==> config.mk <==
export PLATFORM = sky130hd
export DESIGN_NAME = alu_seq_flat
export DESIGN_NICKNAME = d
export VERILOG_FILES = /design/src/rtl/alu_seq_if.sv /design/src/rtl/alu_seq.sv /design/src/flat_wrapper.sv
export SDC_FILE = /design/constraint.sdc
export NUM_CORES = 1
export LEC_CHECK = 0
export BUFFER_PORTS_ARGS = -buffer_cell sky130_fd_sc_hd__buf_2
export CORE_ASPECT_RATIO = 1.75
export CORE_MARGIN = 1
export CORE_UTILIZATION = 50
export DETAILED_ROUTE_END_ITERATION = 10
export GPL_ROUTABILITY_DRIVEN = 0
export PLACE_DENSITY = 0.78
export SYNTH_ARGS = -nofsm -noshare
export SYNTH_HDL_FRONTEND = slang
export SYNTH_SLANG_ARGS = --single-unit
==> constraint.sdc <==
create_clock -name clk -period 3.1 [get_ports clk]
set_input_delay 0.62 -clock clk [delete_from_list [all_inputs] [get_ports clk]]
set_output_delay 0.62 -clock clk [all_outputs]
set_load 0.03 [all_outputs]
==> src/rtl/alu_seq_if.sv <==
// alu_seq_if: request/result and byte-adder signals between the datapath, alu_seq and the 8-bit adder.
interface alu_seq_if #(parameter int NBYTES = 2);
    localparam int W = 8 * NBYTES;
    logic         start;
    logic [1:0]   op;
    logic [W-1:0] opa;
    logic [W-1:0] opb;
    logic         busy;
    logic         done;
    logic [W-1:0] result;
    logic         flag_c;
    logic         flag_v;
    logic         flag_z;
    logic         flag_n;
    logic [7:0]   add_a;
    logic [7:0]   add_b;
    logic         add_ci;
    logic [2:0]   add_fs;
    logic [7:0]   add_y;
    logic         add_c;
    logic         add_v;
    modport master (
        output start, op, opa, opb, add_y, add_c, add_v,
        input  busy, done, result, flag_c, flag_v, flag_z, flag_n, add_a, add_b, add_ci, add_fs
    );
    modport slave (
        input  start, op, opa, opb, add_y, add_c, add_v,
        output busy, done, result, flag_c, flag_v, flag_z, flag_n, add_a, add_b, add_ci, add_fs
    );
endinterface

==> src/rtl/alu_seq.sv <==
// alu_seq: multi-byte ADD/ADC/SUB/SBC sequencer feeding one 8-bit adder a byte per clock, LSB first.
module alu_seq #(
    parameter int NBYTES = 2
) (
    input logic       clk,
    input logic       rst,
    alu_seq_if.slave  bus
);
    localparam int W  = 8 * NBYTES;
    localparam int IW = NBYTES > 1 ? $clog2(NBYTES) : 1;

    typedef enum logic [1:0] {IDLE, RUN, DONE} state_t;

    state_t        state, state_n;
    logic [W-1:0]  a_r, b_r, shadow, shadow_n, result;
    logic [IW-1:0] idx;
    logic          cy, last, load, run;
    logic          flag_c, flag_v, flag_z, flag_n;
    logic [2:0]    fs;

    always_comb begin
        run      = state == RUN;
        last     = idx == IW'(NBYTES - 1);
        load     = bus.start && !run;
        state_n  = run ? (last ? DONE : RUN) : (bus.start ? RUN : IDLE);
        shadow_n = shadow;
        shadow_n[{idx, 3'b000} +: 8] = bus.add_y;
    end

    assign bus.busy   = run;
    assign bus.done   = state == DONE;
    assign bus.add_a  = run ? a_r[{idx, 3'b000} +: 8] : 8'h00;
    assign bus.add_b  = run ? b_r[{idx, 3'b000} +: 8] : 8'h00;
    assign bus.add_ci = run & cy;
    assign bus.add_fs = fs;
    assign bus.result = result;
    assign bus.flag_c = flag_c;
    assign bus.flag_v = flag_v;
    assign bus.flag_z = flag_z;
    assign bus.flag_n = flag_n;

    always_ff @(posedge clk or posedge rst)
        if (rst) state <= IDLE;
        else     state <= state_n;

    // Subtraction is A + ~B + carry; the carry-in is 0/1 for ADD/SUB and the old C for ADC/SBC.
    always_ff @(posedge clk or posedge rst) begin
        if (rst) begin
            a_r    <= '0;
            b_r    <= '0;
            shadow <= '0;
            result <= '0;
            idx    <= '0;
            cy     <= 1'b0;
            fs     <= 3'b000;
            flag_c <= 1'b0;
            flag_v <= 1'b0;
            flag_z <= 1'b0;
            flag_n <= 1'b0;
        end else if (load) begin
            a_r <= bus.opa;
            b_r <= bus.op[1] ? ~bus.opb : bus.opb;
            cy  <= bus.op[0] ? flag_c : bus.op[1];
            fs  <= {2'b00, bus.op[1]};
            idx <= '0;
        end else if (run) begin
            shadow <= shadow_n;
            cy     <= bus.add_c;
            idx    <= last ? '0 : idx + 1'b1;
            if (last) begin
                result <= shadow_n;
                flag_c <= bus.add_c;
                flag_v <= bus.add_v;
                flag_z <= shadow_n == '0;
                flag_n <= shadow_n[W-1];
            end
        end
    end
endmodule

==> src/flat_wrapper.sv <==
// flat-port wrapper written by rule: the top's interface ports become plain ports
module alu_seq_flat 
#(
    parameter int NBYTES = 2
)
  (clk, rst, bus_start, bus_op, bus_opa, bus_opb, bus_add_y, bus_add_c, bus_add_v, bus_busy, bus_done, bus_result, bus_flag_c, bus_flag_v, bus_flag_z, bus_flag_n, bus_add_a, bus_add_b, bus_add_ci, bus_add_fs);
  alu_seq_if #(.NBYTES(NBYTES)) bus_i ();
  input logic clk;
  input logic rst;
  input wire logic [$bits(bus_i.start)-1:0] bus_start;
  input wire logic [$bits(bus_i.op)-1:0] bus_op;
  input wire logic [$bits(bus_i.opa)-1:0] bus_opa;
  input wire logic [$bits(bus_i.opb)-1:0] bus_opb;
  input wire logic [$bits(bus_i.add_y)-1:0] bus_add_y;
  input wire logic [$bits(bus_i.add_c)-1:0] bus_add_c;
  input wire logic [$bits(bus_i.add_v)-1:0] bus_add_v;
  output wire logic [$bits(bus_i.busy)-1:0] bus_busy;
  output wire logic [$bits(bus_i.done)-1:0] bus_done;
  output wire logic [$bits(bus_i.result)-1:0] bus_result;
  output wire logic [$bits(bus_i.flag_c)-1:0] bus_flag_c;
  output wire logic [$bits(bus_i.flag_v)-1:0] bus_flag_v;
  output wire logic [$bits(bus_i.flag_z)-1:0] bus_flag_z;
  output wire logic [$bits(bus_i.flag_n)-1:0] bus_flag_n;
  output wire logic [$bits(bus_i.add_a)-1:0] bus_add_a;
  output wire logic [$bits(bus_i.add_b)-1:0] bus_add_b;
  output wire logic [$bits(bus_i.add_ci)-1:0] bus_add_ci;
  output wire logic [$bits(bus_i.add_fs)-1:0] bus_add_fs;
  assign bus_i.start = bus_start;
  assign bus_i.op = bus_op;
  assign bus_i.opa = bus_opa;
  assign bus_i.opb = bus_opb;
  assign bus_i.add_y = bus_add_y;
  assign bus_i.add_c = bus_add_c;
  assign bus_i.add_v = bus_add_v;
  assign bus_busy = bus_i.busy;
  assign bus_done = bus_i.done;
  assign bus_result = bus_i.result;
  assign bus_flag_c = bus_i.flag_c;
  assign bus_flag_v = bus_i.flag_v;
  assign bus_flag_z = bus_i.flag_z;
  assign bus_flag_n = bus_i.flag_n;
  assign bus_add_a = bus_i.add_a;
  assign bus_add_b = bus_i.add_b;
  assign bus_add_ci = bus_i.add_ci;
  assign bus_add_fs = bus_i.add_fs;
  alu_seq #(.NBYTES(NBYTES)) u_core (.clk(clk), .rst(rst), .bus(bus_i));
endmodule
; Word-level counts from Yosys, hierarchy flattened
; Cells that the tools add are included.
[word_totals]
reg_bits = 73
inputBits = 47
output_inout_bits = 42
[classes]
add_sub_neg = 2
n_eq_ne = 2
n_shift = 4
mux = 13
bitwise = 3
n_reduce_logical = 6
[ops]
columns = operator, n
row1 = $shiftx 16x5->8, 2
row2 = $bwmux 16, 1
row3 = $logic_not 16->1, 1
row4 = $mux 16, 1
row5 = $mux 8, 2
row6 = $not 16->16, 1
row7 = $shift 8x6->16 const A, 1
row8 = $shiftx 8x6->16, 1
row9 = $mux 1, 7
row10 = $neg 4->6, 1
row11 = $mux 2, 2
row12 = $reduce_and 3->1, 1
row13 = $eq 2x1->1 const B, 1
row14 = $eq 2x2->1 const B, 1
row15 = $reduce_and 2->1, 1
row16 = $reduce_bool 2->1, 1
row17 = $add 1x1->1 const B, 1
row18 = $and 1x1->1, 1
row19 = $logic_and 1x1->1, 1
row20 = $logic_not 1->1, 1
row21 = $not 1->1, 1

; Longest topological paths before layout
; Gate-level depths: netlist of run 1.
[logic_depth]
ltp_word = 5
mapped_depth = 7
mapped_depth_nobuf = 6

; Worst setup path after synthesis of run 1
; Ideal clock, no wire load.
[synth_timing]
kind = register -> output
startpoint = register u_core.state[1]
endpoint = output port bus_add_a[0]
arrival_ns = 1.260
required_ns = 2.480
path_slack_ns = 1.220
stages_incl_launch_ff = 5
n_path_buf = 2
cell_sequence = dfrtp_1 > nand2b_4 > buf_2 > buf_2 > nor2_1
[synth_between]
elab_chain_len = 2
[synth_lines]
columns = item, line
row1 = start: declaration, alu_seq.sv:14  ; state_t state, state_n;
row2 = start signal: assignment, alu_seq.sv:44  ; else state <= state_n;
row3 = $eq 2x1->1, alu_seq.sv:22  ; run = state == RUN;
row4 = $mux 8, alu_seq.sv:32  ; assign bus.add_a = run ? a_r[{idx, 3'b000} +: 8] : 8'h00;
row5 = end: declaration, flat_wrapper.sv:24  ; output wire logic [$bits(bus_i.add_a)-1:0] bus_add_a;
; Every way passes these cells.

; Worst setup path in the final report of run 1
[layout_timing]
startpoint = register u_core.idx
endpoint = output port bus_add_b[2]
[layout_between]
elab_chain_len = 2
[layout_lines]
columns = item, line
row1 = start: declaration, alu_seq.sv:16  ; logic [IW-1:0] idx;
row2 = start signal: assignment, alu_seq.sv:69  ; idx <= last ? '0 : idx + 1'b1;
row3 = $shiftx 16x5->8, alu_seq.sv:33  ; assign bus.add_b = run ? b_r[{idx, 3'b000} +: 8] : 8'h00;
row4 = $mux 8, alu_seq.sv:33
row5 = end: declaration, flat_wrapper.sv:25  ; output wire logic [$bits(bus_i.add_b)-1:0] bus_add_b;
; Every way passes these cells.

==> results of run 1 <==
-- state kept, by name, indices dropped and copies added, names as in the netlist --
register,count
u_core.state,2
u_core.bus.flag_z,1
u_core.shadow,12
u_core.bus.flag_c,1
u_core.idx,1
u_core.cy,1
u_core.bus.flag_n,1
u_core.bus.add_fs,1
u_core.b_r,16
u_core.a_r,16
u_core.bus.result,15
u_core.bus.flag_v,1
-- critical path, cell delays in order (launching register included) --
cell and delay [ns]:
dfrtp_1 0.71, buf_4 0.34, mux2i_1 0.22, nor2_1 0.06, buf_2 0.18
-- report_power, final --
| group | total, mW | leakage [nW] | internal (mW) | switching (mW) |
|---|---|---|---|---|
| clock network | 0.771 | 0.105 | 0.454 | 0.317 |
| logic | 1.89 | 0.936 | 0.674 | 1.21 |
| registers | 1.59 | 0.825 | 1.32 | 0.268 |
| total | 4.25 | 1.87 | 2.45 | 1.80 |
-- logic make-up after synthesis --
kind of cell,count (synthesis)
compound gates,22
xor+xnor,16
buf+inv,22
flops,68
mux,42
other cells,1
simple gates,113
-- metal layers --
metal	global-route usage (%)	wire (µm)	up-vias
li1	-	-	1073
met1	23.60	2405	1028
met2	35.95	3234	66
met3	4.827	217	17
met4	12.18	206	0
met5	0	0	-
-- area by class of cell --
cell class | count | area (µm²)
well taps | 78 | 97.59
flip-flops and latches | 68 | 1702
repair buffers | 88 | 445.4
clock inverters | 4 | 73.82
fillers | 524 | 2187
multi-input cells | 195 | 1180
inverters | 3 | 12.51
clock buffers | 12 | 135.1
-- layout by cell type (no fill, tap or decap) --
cell,count
o21ai_1,1
nand2_2,1
nand2b_4,1
nor2_2,1
nand2_4,1
mux2_1,1
nand2_1,81
clkinv_2,2
conb_1,2
nand4_1,1
clkbuf_1,3
inv_2,2
nor4_1,3
and2_1,1
clkinv_4,1
mux2_2,24
buf_4,2
nor2_1,19
clkbuf_8,9
o21ai_0,20
and3_1,1
mux2i_1,17
a31oi_1,1
nor3_1,1
dfrtp_1,68
nand3b_1,1
bufinv_16,2
buf_2,86
nor2b_1,1
xnor2_1,16
-- path summary, 6_finish.rpt --
path / from / to / slack (ns) / depth (start not counted)
worst max-delay path: u_core.idx / bus_add_b[2] / 0.62 / 4
worst min-delay path: u_core.bus.flag_v / u_core.bus.flag_v / 0.47 / 2
worst max register to register: u_core.state[1] / u_core.a_r[1] / 1.18 / 3
worst min register to register: u_core.bus.flag_v / u_core.bus.flag_v / 0.47 / 2
max in group asynchronous: rst / u_core.bus.result[8] / 2.00 / 3
min in group asynchronous: rst / u_core.shadow[5] / 0.50 / 3
==> run metrics, run 1 <==
Synth Instances=284; CP Class=flop to output pin; count leader, synth=nand2_1; RSZ-0062 raised after global routing=no; final instance area=3646 µm²; Fin Hold WS=0.4682 ns; PD cells=1166 nW/µm²; fmax=402.6 MHz; global-route wire length before repair=9.763 mm; ANT cells=0; main combinational cell family by area after synthesis=simple AND/OR/NAND/NOR gates; grt ovf=0; # port buffers=86; yosys synthesis warning count=0; setup ws final=0.6159 ns; final setup skew=0.01073 ns; synthesized cell area=3007 µm²; Detailed Route Iter0 Violations=66; # rows=37; Starting Density=51.54%; Cell Count, Final, Fillers Out=448; P&R area growth vs syn=21.27%; Fin. Hold Viols=0; Final nets=412; CTS tree=yes; arrival time worst endpoint=1.86 ns; top-area cell type share of the netlist area=56.60%; top-level port count=89; Post-DP Area=3437 µm²; Cells after DPL=432; Total Power=4.252 mW; Critical Path Sink Type=output pin; clock-pin slew on the worst setup and hold paths=0.07 ns; Die Wd=60.62 µm; WL final=6.062 mm; mux contribution to synthesized area=15.02%; Syn Area/Cell=10.59 µm²; setup TNS=0 ns; Synth Area in Compound Gates=3.704%; # clock sinks=68; fin crit share=80.13%; Root Buffer=clkbuf_8; Tmin final=2.484 ns; CP required=2.48 ns; cts bufs inserted=9; prevailing post-synth register cell=dfrtp_1; CP Launch Type=flop; initial antenna violation count=0; dpl ws=0.9911 ns; PostCTS Resize Cnt=0; Skew-Pair Late Insertion Delay=0.34 ns; Post-Synth Simple-Gate Area=15.61%; async set-reset flop share out of synthesis=100.0%; Synth Area in XOR/XNOR=4.661%; wire per inst=13.53 µm; # Post-CTS Setup Buffers=0; # setup viols final=0; share of post-route cells with drive strength above 1=35.68%; #FFs+latches synth=68; min-delay worst type=flop to flop; Commonest cells post-synth=81 x nand2_1, 68 x dfrtp_1, 24 x mux2_2, 20 x o21ai_0, 19 x nor2_1; peak supply drop=0.0005970 V; largest area contributor in the netlist=dfrtp_1; via count=2184; drc violations=0; Max Root-Sink Buffers=2; htree depth=3; GRT Total Usage=21.36%; core area=5833 µm²; Post-DP HPWL=4.220 mm; die area=6340 µm²; Pins Over Slew Limit=0; headroom to the max-slew limit=40.91%; First-pass DRT Iterations=4; vias in the first global route=2195; count of different cell masters after synthesis=28; Final Util=62.51%; Static Leak=1.866 nW; hold_buf cts=0; largest cells by area after synthesis=dfrtp_1 57%, nand2_1 10%, mux2_2 9.0%; worst-margin pin slew=0.8832 ns; Routed Antenna Nets=0; post-synthesis sequential area ratio=56.60%; pin count of the biggest net entering global routing=69; Die H=104.6 µm; drt via density=4.875; CP max FO=12; maxcap violations=0; status=completed; number of flops mapped to enable cells by yosys=0; adder-cell share of the synthesized area=0%
Note: power is estimated with default switching activity, not from simulation.
==> run 2, diff against run 1 <==
--- a/config.mk
+++ b/config.mk
@@ -8,10 +8,10 @@
 export BUFFER_PORTS_ARGS = -buffer_cell sky130_fd_sc_hd__buf_2
 export CORE_ASPECT_RATIO = 1.75
 export CORE_MARGIN = 1
-export CORE_UTILIZATION = 50
+export CORE_UTILIZATION = 46
 export DETAILED_ROUTE_END_ITERATION = 10
 export GPL_ROUTABILITY_DRIVEN = 0
-export PLACE_DENSITY = 0.78
+export PLACE_DENSITY = 0.75
 export SYNTH_ARGS = -nofsm -noshare
 export SYNTH_HDL_FRONTEND = slang
 export SYNTH_SLANG_ARGS = --single-unit
==> constraint.sdc (replaced) <==
create_clock -name clk -period 2.1 [get_ports clk]
set_input_delay 0.42 -clock clk [delete_from_list [all_inputs] [get_ports clk]]
set_output_delay 0.42 -clock clk [all_outputs]
set_load 0.03 [all_outputs]
==> run 2 against run 1 <==
Compared with the run above: wire length increased by 1.6%; die area increased by 8.5%; clock skew decreased by 0.0052 ns; clock power increased by 50%; setup slack got worse by 0.46 ns; total power increased by 49%; final cell count increased by 0.67%; global-route usage decreased by 1.6 points; first-iteration DRC count increased by 100%; clock-buffer cell count decreased by 1; register-to-register slack got worse by 0.76 ns; largest cell class unchanged.
==> run metrics, run 2 (synthesis results as in run 1) <==
share of post-route cells with drive strength above 1=36.39%; setup ws final=0.1537 ns; Post-DP Area=3476 µm²; CP required=1.68 ns; drt via density=4.889; Static Leak=1.884 nW; Final nets=413; top-level port count=89; Max Root-Sink Buffers=2; Net Sw Frac=42.04%; PD cells=1718 nW/µm²; hold_buf cts=0; Top Registers=u_core.a_r x16, u_core.b_r x16, u_core.bus.result x15; setup TNS=0 ns; worst-margin pin slew=0.5895 ns; Final Util=58.83%; CP Class=flop to output pin; maxcap violations=0; # Post-CTS Setup Buffers=0; CP max FO=20; GRT Total Usage=19.79%; Routed Antenna Nets=0; drc violations=0; vias in the first global route=2232; fmax=513.8 MHz; First-pass DRT Iterations=4; clock-pin slew on the worst setup and hold paths=0.07 ns; # port buffers=86; via count=2205; fin crit share=92.68%; P_sw=2.668 mW; die area=6876 µm²; CTS tree=yes; grt ovf=0; cts bufs inserted=9; Detailed Route Iter0 Violations=135; arrival time worst endpoint=1.53 ns; # clock sinks=68; htree depth=3; Pins Over Slew Limit=0; Sequential Power Share=36.6%; dpl ws=0.3990 ns; Fin. Hold Viols=0; Die H=109.0 µm; wire per inst=13.66 µm; RSZ-0062 raised after global routing=no; Skew-Pair Late Insertion Delay=0.34 ns; Post-DP HPWL=4.578 mm; Die Wd=63.12 µm; core area=6276 µm²; WL final=6.162 mm; initial antenna violation count=0; most frequent cells in the layout=86 x buf_2, 81 x nand2_1, 68 x dfrtp_1, 24 x mux2_2, 20 x o21ai_0; CP Launch Type=flop; P_int=3.677 mW; P&R area growth vs syn=22.80%; Root Buffer=clkbuf_8; min-delay worst type=input pin to async pin; commonest non-fill, non-tap cell in the layout=buf_2; Clock power frac=18.3%; Critical Path Sink Type=output pin; ANT cells=0; # rows=38; final instance area=3692 µm²; Starting Density=47.91%; # setup viols final=0; headroom to the max-slew limit=60.61%; PostCTS Resize Cnt=0; status=completed; Tmin final=1.946 ns; pin count of the biggest net entering global routing=44; global-route wire length before repair=10.14 mm; final setup skew=0.005538 ns; Logic pwr share=45.1%; peak supply drop=0.0008592 V
==> run 2: cell types whose count changed in the layout (fill, tap and decap cells not counted) <==
| cell | delta |
|---|---|
| clkinv_4 | -1 |
| clkbuf_1 | -2 |
| inv_2 | -1 |
| buf_12 | +2 |
| clkinvlp_4 | +1 |
| clkbuf_8 | +1 |
| buf_4 | -1 |
| clkinv_2 | +2 |
==> run 2: through the flow <==
step	std cells	hold slack, ns	power (mW)
after global placement	435	0.4541	5.148
after detailed placement	435	0.4587	5.245
after global routing	451	0.1727	6.768
after CTS	451	0.1331	6.425
after floorplan	285	0.4468	4.504
final	451	0.1368	6.345
==> run 2: final cells by class <==
| class | instances | area [µm²] |
|---|---|---|
| Fill cell | 592 | 2584 |
| Timing Repair Buffer | 89 | 478.0 |
| Tap cell | 80 | 100.1 |
| Clock inverter | 5 | 75.07 |
| Sequential cell | 68 | 1702 |
| Inverter | 3 | 16.27 |
| Clock buffer | 11 | 141.4 |
| Multi-Input combinational cell | 195 | 1180 |
==> run 2: worst max-delay path, cell delays in order, from the launching register on <==
cell and delay, ns:
dfrtp_1 0.47, buf_12 0.22, mux2i_1 0.22, nor2_1 0.08
buf_2 0.19
==> run 2: metal layers <==
| layer | share of wire (%) | GRT usage, % | up-vias |
|---|---|---|---|
| met5 | 0 | 0 | - |
| met4 | 1.8 | 9.468 | 0 |
| met3 | 4.7 | 4.603 | 9 |
| met2 | 56 | 36.02 | 70 |
| met1 | 38 | 21.25 | 1043 |
| li1 | - | - | 1083 |
==> run 2: power by group through the flow <==
stage	clock network [mW]	logic (mW)	registers (mW)
after global placement	0	2.84	2.31
after detailed placement	0	2.89	2.35
after global routing	1.24	3.13	2.40
after floorplan	0	1.91	2.59
final	1.16	2.86	2.32
after CTS	1.20	2.90	2.33
==> run 2: path summary, 6_finish.rpt <==
kind                                             from                    end  slack (ns)  cells past startpoint
worst max register to register        u_core.state[1]         u_core.b_r[11]        0.42                      4
worst max-delay path                       u_core.idx           bus_add_a[5]        0.15                      4
max in group asynchronous                         rst          u_core.a_r[3]        1.37                      3
worst min register to register  u_core.bus.result[14]  u_core.bus.result[14]        0.47                      2
min in group clk                         bus_add_y[6]  u_core.bus.result[14]        0.29                      3
worst min-delay path                              rst         u_core.b_r[11]        0.14                      2
==> run 3, diff against run 2 <==
--- a/config.mk
+++ b/config.mk
@@ -8,10 +8,11 @@
 export BUFFER_PORTS_ARGS = -buffer_cell sky130_fd_sc_hd__buf_2
 export CORE_ASPECT_RATIO = 1.75
 export CORE_MARGIN = 1
-export CORE_UTILIZATION = 46
+export CORE_UTILIZATION = 48
+export CTS_BUF_LIST = sky130_fd_sc_hd__clkbuf_8
 export DETAILED_ROUTE_END_ITERATION = 10
 export GPL_ROUTABILITY_DRIVEN = 0
-export PLACE_DENSITY = 0.75
+export PLACE_DENSITY = 0.78
 export SYNTH_ARGS = -nofsm -noshare
 export SYNTH_HDL_FRONTEND = slang
 export SYNTH_SLANG_ARGS = --single-unit
==> run 3 against run 2 <==
Compared with the run above: setup slack improved by 0.018 ns; critical path type unchanged; non-clock buffer count unchanged; critical path depth unchanged; combinational power barely moved.
==> run metrics, run 3 (synthesis results as in run 1) <==
# rows=37; ANT cells=0; status=completed; Final Util=61.79%; Detailed Route Iter0 Violations=119; CP Launch Type=flop; fin crit share=91.84%; # setup viols final=0; Routed Antenna Nets=0; Fin. Hold Viols=0; initial antenna violation count=0; Post-DP HPWL=4.412 mm; Buffers & Inverters on Critical Path=2; min-delay worst type=input pin to async pin; # Post-CTS Setup Buffers=0; CP delay by family, top=flip-flops; Root Buffer=clkbuf_8; CP Depth=4; final setup skew=0.01033 ns; vias in the first global route=2273; Top Registers=u_core.a_r x16, u_core.b_r x16, u_core.bus.result x15; Critical Path Sink Type=output pin; fmax=518.5 MHz; maxcap violations=0; CP max FO=20; PD cells=1719 nW/µm²; arrival time worst endpoint=1.51 ns; GRT Total Usage=20.91%; Critical Path Source=u_core.idx; grt ovf=0; Fin Hold WS=0.1560 ns; P&R area growth vs syn=22.72%; core area=5972 µm²; CP required=1.68 ns; launch point of the worst reg-to-reg path=u_core.state[0]; drt via density=4.953; top-level port count=89; hold_buf cts=0; clock-pin slew on the worst setup and hold paths=0.07 ns; # clock sinks=68; htree depth=3; First-pass DRT Iterations=6; peak supply drop=0.0009541 V; CTS tree=yes; Starting Density=50.35%; RSZ-0062 raised after global routing=no; CP peak stage delay=0.48 ns; headroom to the max-slew limit=65.90%; cells on worst reg2reg path=6; WL final=6.164 mm; CP Class=flop to output pin; share of post-route cells with drive strength above 1=36.39%; cts bufs inserted=9; via count=2224; Die H=106.7 µm; die area=6596 µm²; most frequent cells in the layout=86 x buf_2, 81 x nand2_1, 68 x dfrtp_1, 24 x mux2_2, 20 x o21ai_0; Filler Cell Count=506; PostCTS Resize Cnt=0; Total Power=6.344 mW; # port buffers=86; slowest CP cell=dfrtp_1; wire per inst=13.73 µm; Final nets=413; Pins Over Slew Limit=0; Die Wd=61.83 µm; CP Cell Sequence=buf_12 > mux2i_1 > nor2_1 > buf_2; drc violations=0; commonest non-fill, non-tap cell in the layout=buf_2; Skew-Pair Late Insertion Delay=0.33 ns; pin count of the biggest net entering global routing=69; setup TNS=0 ns; Max Root-Sink Buffers=2; Static Leak=1.878 nW; worst-margin pin slew=0.5097 ns; global-route wire length before repair=10.07 mm; Tmin final=1.929 ns
[run 3: worst paths after layout]
check	to	slack [ns]
worst max-delay path	bus_add_a[4]	0.17
worst min-delay path	u_core.bus.flag_n	0.16
worst max register to register	u_core.shadow[15]	0.41
worst min register to register	u_core.bus.result[10]	0.48
max in group asynchronous	u_core.shadow[7]	1.63
min in group clk	u_core.bus.flag_v	0.29
[run 3: power by group]
group          switching (mW)  internal (mW)  total, mW
combinational            1.86           1.03       2.88
clock                   0.479          0.664       1.14
sequential              0.364           1.95       2.32
[run 3: metrics by stage]
stage / std cells / cell area, µm² / worst slack (ns)
2_1_floorplan: 285 / 3014 / 0.4199
3_3_place_gp: 433 / 3473 / 0.4542
3_5_place_dp: 433 / 3473 / 0.3999
4_1_cts: 449 / 3690 / 0.1480
5_1_grt: 449 / 3690 / 0.04783
6_report: 449 / 3690 / 0.1714
[run 3: worst min-delay path: cells and delay by family]
kind | cells | cell delay, ns
buffers and inverters | 3 | 0.46
[run 3: routing by layer]
layer,vias up,track usage [%],routed length (µm)
met4,0,8.571,116
met5,-,0,0
met1,1056,23.57,2395
li1,1083,-,-
met2,76,35.64,3411
met3,9,5.790,240
[run 3: layout make-up]
| class | instances | area (µm²) | share of cell area [%] |
|---|---|---|---|
| sequential | 68 | 1702 | 46.12 |
| multi-input combinational | 195 | 1180 | 31.98 |
| timing repair buffer | 89 | 478.0 | 12.95 |
| clock buffer | 9 | 123.9 | 3.357 |
| tap | 78 | 97.59 | 2.645 |
| clock inverter | 7 | 92.59 | 2.509 |
| inverter | 3 | 16.27 | 0.4408 |
